<file path="config.mk">
export PLATFORM = sky130hd
export DESIGN_NAME = rate_meter
export DESIGN_NICKNAME = d
export VERILOG_FILES = /design/src/rtl/rate_meter.sv
export SDC_FILE = /design/constraint.sdc
export NUM_CORES = 1
export LEC_CHECK = 0
export BUFFER_PORTS_ARGS = -buffer_cell sky130_fd_sc_hd__buf_2
export CORE_UTILIZATION = 35
export CTS_CLUSTER_DIAMETER = 30
export DETAILED_ROUTE_END_ITERATION = 8
export MAX_ROUTING_LAYER = met4
export PLACE_DENSITY = 0.61
export SLEW_MARGIN = 20
export SYNTH_ARGS = -nofsm -noshare
export SYNTH_HDL_FRONTEND = slang
export SYNTH_SLANG_ARGS = --single-unit
export TNS_END_PERCENT = 50
</file>
<file path="constraint.sdc">
create_clock -name clock_50 -period 2.3 [get_ports clock_50]
set_input_delay 0.345 -clock clock_50 [delete_from_list [all_inputs] [get_ports clock_50]]
set_output_delay 0.345 -clock clock_50 [all_outputs]
set_load 0.005 [all_outputs]
</file>
<file path="src/rtl/rate_meter.sv">
// rate_meter: counts clock_50 cycles between slow_clk transitions (both polarities).
// Define RATE_METER_LOCK_EN to build lock detection; otherwise locked is tied low.
module rate_meter #(
    parameter int CNT_W   = 28,
    parameter int TIMEOUT = 50_000_000
) (
    input  logic             clock_50,
    input  logic             reset,
    input  logic             en,
    input  logic             slow_clk,
    output logic [CNT_W-1:0] interval_out,
    output logic             valid,
    output logic             locked,
    output logic             stalled
);

    // state   | meaning
    // IDLE    | no reference edge yet since reset; counter held at 0
    // MEASURE | counting clock_50 cycles since the last slow_clk edge
    // STALL   | TIMEOUT reached without an edge; interval_out held
    typedef enum logic [1:0] {
        IDLE    = 2'd0,
        MEASURE = 2'd1,
        STALL   = 2'd2
    } state_t;

    localparam logic [CNT_W-1:0] CNT_ONE   = CNT_W'(1);
    localparam logic [CNT_W-1:0] CNT_MAX   = {CNT_W{1'b1}};
    localparam logic [CNT_W-1:0] TIMEOUT_C = CNT_W'(TIMEOUT);

    logic             r_s1;
    logic             r_s2;
    logic             r_s3;
    logic             r_edge;
    logic             w_edge;

    state_t           r_state;
    logic [CNT_W-1:0] r_cnt;
    logic [CNT_W-1:0] r_interval;
    logic             r_valid;
    logic             r_stalled;

    assign w_edge = r_s2 ^ r_s3;

    // r_edge retimes the detected transition so valid lands three cycles after s1 samples it.
    always_ff @(posedge clock_50 or posedge reset) begin
        if (reset) begin
            r_s1   <= 1'b0;
            r_s2   <= 1'b0;
            r_s3   <= 1'b0;
            r_edge <= 1'b0;
        end else begin
            r_s1   <= slow_clk;
            r_s2   <= r_s1;
            r_s3   <= r_s2;
            r_edge <= w_edge;
        end
    end

`ifdef RATE_METER_LOCK_EN
    logic r_locked;
`endif

    always_ff @(posedge clock_50 or posedge reset) begin
        if (reset) begin
            r_state    <= IDLE;
            r_cnt      <= '0;
            r_interval <= '0;
            r_valid    <= 1'b0;
            r_stalled  <= 1'b0;
`ifdef RATE_METER_LOCK_EN
            r_locked   <= 1'b0;
`endif
        end else begin
            r_valid <= 1'b0;
            if (en) begin
                case (r_state)
                    IDLE: begin
                        if (r_edge) begin
                            r_state <= MEASURE;
                            r_cnt   <= CNT_ONE;
                        end
                    end
                    MEASURE: begin
                        // An edge coinciding with the timeout still reports the interval.
                        if (r_edge) begin
                            r_interval <= r_cnt;
                            r_valid    <= 1'b1;
                            r_cnt      <= CNT_ONE;
`ifdef RATE_METER_LOCK_EN
                            r_locked   <= (r_cnt == r_interval);
`endif
                        end else if (r_cnt >= TIMEOUT_C) begin
                            r_state   <= STALL;
                            r_stalled <= 1'b1;
`ifdef RATE_METER_LOCK_EN
                            r_locked  <= 1'b0;
`endif
                        end else if (r_cnt != CNT_MAX) begin
                            r_cnt <= r_cnt + CNT_ONE;
                        end
                    end
                    STALL: begin
                        if (r_edge) begin
                            r_state   <= MEASURE;
                            r_cnt     <= CNT_ONE;
                            r_stalled <= 1'b0;
                        end
                    end
                    default: begin
                        r_state <= IDLE;
                        r_cnt   <= '0;
                    end
                endcase
            end
        end
    end

    assign interval_out = r_interval;
    assign valid        = r_valid;
    assign stalled      = r_stalled;
`ifdef RATE_METER_LOCK_EN
    assign locked       = r_locked;
`else
    assign locked       = 1'b0;
`endif

endmodule

</file>
==> metrics.md <==
| Metric | Value |
|---|---|
| Layout area overhead | `20.2%` |
| YS warnings | `0` |
| # setup viols final | `0` |
| Overall routed net length | `7810 um` |
| Register-to-register path setup slack | `0.18 ns` |
| Status | `finished clean` |
| Via density | `5.42` |
| Sequential cell fraction of total power | `46.6%` |
| Num CTS Buffers | `9` |
| Port Buf Inserts | `33` |
| Global-route wire length before repair | `12600 um` |
| Clk_skew | `0.0102 ns` |
| Cell count after synthesis | `338` |
| Period utilization | `92.1%` |
| H-tree levels | `3` |
| Final net count | `395` |
| Starting density of the core | `35.9%` |
| Tot GR Track Use | `18.9%` |
| Hold Crit Class | `in2reg` |
| Post-Synth Adder-Cell Area | `0.803%` |
| Critical path capture point type | `register` |
| Core area | `8680 um^2` |
| FF-to-FF path depth | `6` |
| Per-cell routed wire length | `15.5 um` |
| Total negative slack | `0 ns` |
| Asr flop ratio synth | `100%` |
| Post-synthesis sequential area ratio | `51.4%` |
| Netlist Area Pre-Place | `3120 um^2` |
| Fmax | `0.472 GHz` |
| Pin count of the biggest net entering global routing | `49` |
| Leak | `1.78 nW` |
| DP Worst Slack | `0.0960 ns` |
| CP Data Required Time | `2.59 ns` |
| Switching share of power | `30.5%` |
| Cell Rows | `34` |
| Vias | `2723` |
| Syn_nets | `344` |
| Synth area leader | `dfrtp_1` |
| Post-detail-place hpwl | `5420 um` |
| Die ar. | `9280 um^2` |
| Synth top area cells | `dfrtp_1, nand2_1, nand4_1, o31ai_1, a31oi_1` |
| CP Data Arrival Time | `2.41 ns` |
| Critical Path Sink | `r_cnt[11]$_DFFE_PP0P_` |
| CP Launch Type | `register` |
| RSZ-0062 raised after global routing | `false` |
| Io pins | `35` |
| Vias in the first global route | `2499` |
| Power per cell area | `723 nW/um^2` |
| Max Cap Viol | `0` |
| #FFs+latches synth | `64` |
| CTS clock-pin slew for the worst setup and hold paths | `0.08 ns` |
| Fin crit period | `2.12 ns` |
| XOR/XNOR Fraction of Synth Area | `0.281%` |
| Antenna diodes | `0` |
| Top FF cell, synth | `dfrtp_1` |
| EDFF count, synth | `0` |
| Crit Reg-Reg Endpoint | `r_cnt[11]$_DFFE_PP0P_` |
| Clk buf depth | `2` |
| Post-Synth Simple-Gate Area | `26.7%` |
| Residual DRC | `0` |
| CTS sink count | `64` |
| TritonCTS clock tree | `built` |
| Yosys cell types | `54` |
| Reg2reg start | `r_cnt[8]$_DFFE_PP0P_` |
| Die height | `96.3 um` |
| Grt ovf | `0` |
| Layout cells sized above 1 | `21.8%` |
| Routed Antenna Nets | `0` |
| Max rail drop VDD | `0.000267 V` |
| Synth top area share | `51.4%` |
| Largest family of logic cells by synthesized area | `simple AND/OR/NAND/NOR gates` |
| CTS root buffer | `clkbuf_8` |
| Crit Path Max Fanout | `20` |
| Multiplexer area fraction after synthesis | `0.683%` |
| Worst-Skew Late Latency | `0.36 ns` |
| Initial antenna violation count | `0` |
| Post-synthesis compound-gate area fraction | `15.7%` |
| WS Path Type | `reg2reg` |
| Post-layout worst setup margin | `0.181 ns` |
| Crit path launch | `r_cnt[8]$_DFFE_PP0P_` |
| Clk pwr share | `36.9%` |
| GP Congestion | `0.916` |
| Slew @ Worst Pin | `0.755 ns` |
| Router iterations before antenna repair | `4` |
| Psw | `0.826 mW` |
| Slew HR | `49.3%` |
| Final Slew Violations | `0` |
| Die Span X | `96.3 um` |
| Internal power | `1.88 mW` |
| Hold Fails Final Rpt | `0` |
| DR iter-0 viols | `236` |
| Gate power share | `16.5%` |
| Post-CTS Setup Bufs | `0` |
| Syn avg cell area | `9.22 um^2` |
==> cell usage in the layout, fill, tap and decap left out, types with 9 or more instances in the layout <==
cell type   n
a31oi_1    10
buf_2      33
buf_4      22
clkbuf_8   10
dfrtp_1    64
nand2_1    99
nand3_1    12
nand4_1    11
o21ai_0    11
o31ai_1     9
==> stage by stage <==
stage	hold WS (ns)	cells	instance area, um^2	util, %	power (mW)
4_1_cts	0.0708	502	3740	43.1	2.74
2_1_floorplan	0.331	338	3120	-	1.54
6_report	0.0871	502	3750	43.2	2.71
3_3_place_gp	0.337	485	3520	40.6	1.72
3_5_place_dp	0.340	485	3520	40.6	1.73
5_1_grt	0.0639	502	3750	43.2	2.85
==> area by class of cell <==
type / count / area (um^2)
fillers: 870 / 4930
flip-flops and latches: 64 / 1600
multi-input cells: 247 / 1390
repair buffers: 58 / 380
clock buffers: 10 / 138
well taps: 108 / 135
clock inverters: 6 / 67.6
inverters: 9 / 33.8
==> synthesized netlist by cell type, types with 3 or more instances <==
cell and number:
nor3_1 4, dfrtp_1 64, and4_1 7, nand3_1 12
clkbuf_1 10, nand4_1 11, nor2_1 8, a31oi_1 10
and2_1 5, buf_2 3, o31ai_1 9, o21ai_1 3
a41oi_1 3, o311ai_1 3, o311ai_0 7, nor4_1 8
buf_6 3, o21ai_0 11, or4_1 3, inv_1 8
nand2_1 100, nand2b_1 3, a21oi_1 5
==> worst max-delay path, stage by stage (launching register included) <==
cell and delay [ns]:
dfrtp_1 0.43, or4_1 0.55, nor2_2 0.16, o31ai_4 0.11
buf_12 0.18, or4_1 0.49, mux2i_1 0.12
==> kinds of logic after synthesis <==
group,after synthesis
other,1
DFF,64
muxes,2
and+or+nand+nor,174
adders and majority gates,2
xor gates and xnor gates,1
AOI/OAI and AO/OA,67
buffers and inverters,27
==> what timing repair did <==
| action | 4_1_cts | 5_1_grt |
|---|---|---|
| hold buffers | 1 | 0 |
| setup endpoints to repair | 0 | 9 |
| gates resized for setup | 0 | 2 |
| endpoints found under the hold margin | 16 | 0 |
==> worst min path at each step <==
stage                              start  depth (start not counted)               to  slack (ns)
after floorplan           r_s1$_DFF_PP0_                          0   r_s2$_DFF_PP0_        0.33
after global placement             reset                          2  valid$_DFF_PP0_        0.34
after detailed placement           reset                          2  valid$_DFF_PP0_        0.34
after CTS                       slow_clk                          1   r_s1$_DFF_PP0_        0.07
after global routing            slow_clk                          1   r_s1$_DFF_PP0_        0.06
final                           slow_clk                          1   r_s1$_DFF_PP0_        0.09
==> registers in the layout (all words and copies together), names as in the netlist <==
signal	flops
r_s3	1
valid	1
stalled	1
r_s1	1
r_s2	1
r_state	2
interval_out	28
r_cnt	28
r_edge	1
==> power by group through the flow <==
stage	combinational, mW	clock [mW]	sequential [mW]
4_1_cts	0.451	1.03	1.26
3_5_place_dp	0.450	0	1.28
5_1_grt	0.503	1.08	1.27
2_1_floorplan	0.267	0	1.27
3_3_place_gp	0.443	0	1.28
6_report	0.447	1.00	1.26
==> per-layer routing <==
| layer | vias to the layer above | routed length [um] | track usage, % |
|---|---|---|---|
| met5 | - | 0 | - |
| met4 | 0 | 139 | 7.60 |
| met3 | 16 | 415 | 5.29 |
| met2 | 78 | 3490 | 27.3 |
| met1 | 1297 | 3770 | 24.8 |
| li1 | 1332 | - | - |
(Power assumes the default switching activity.)
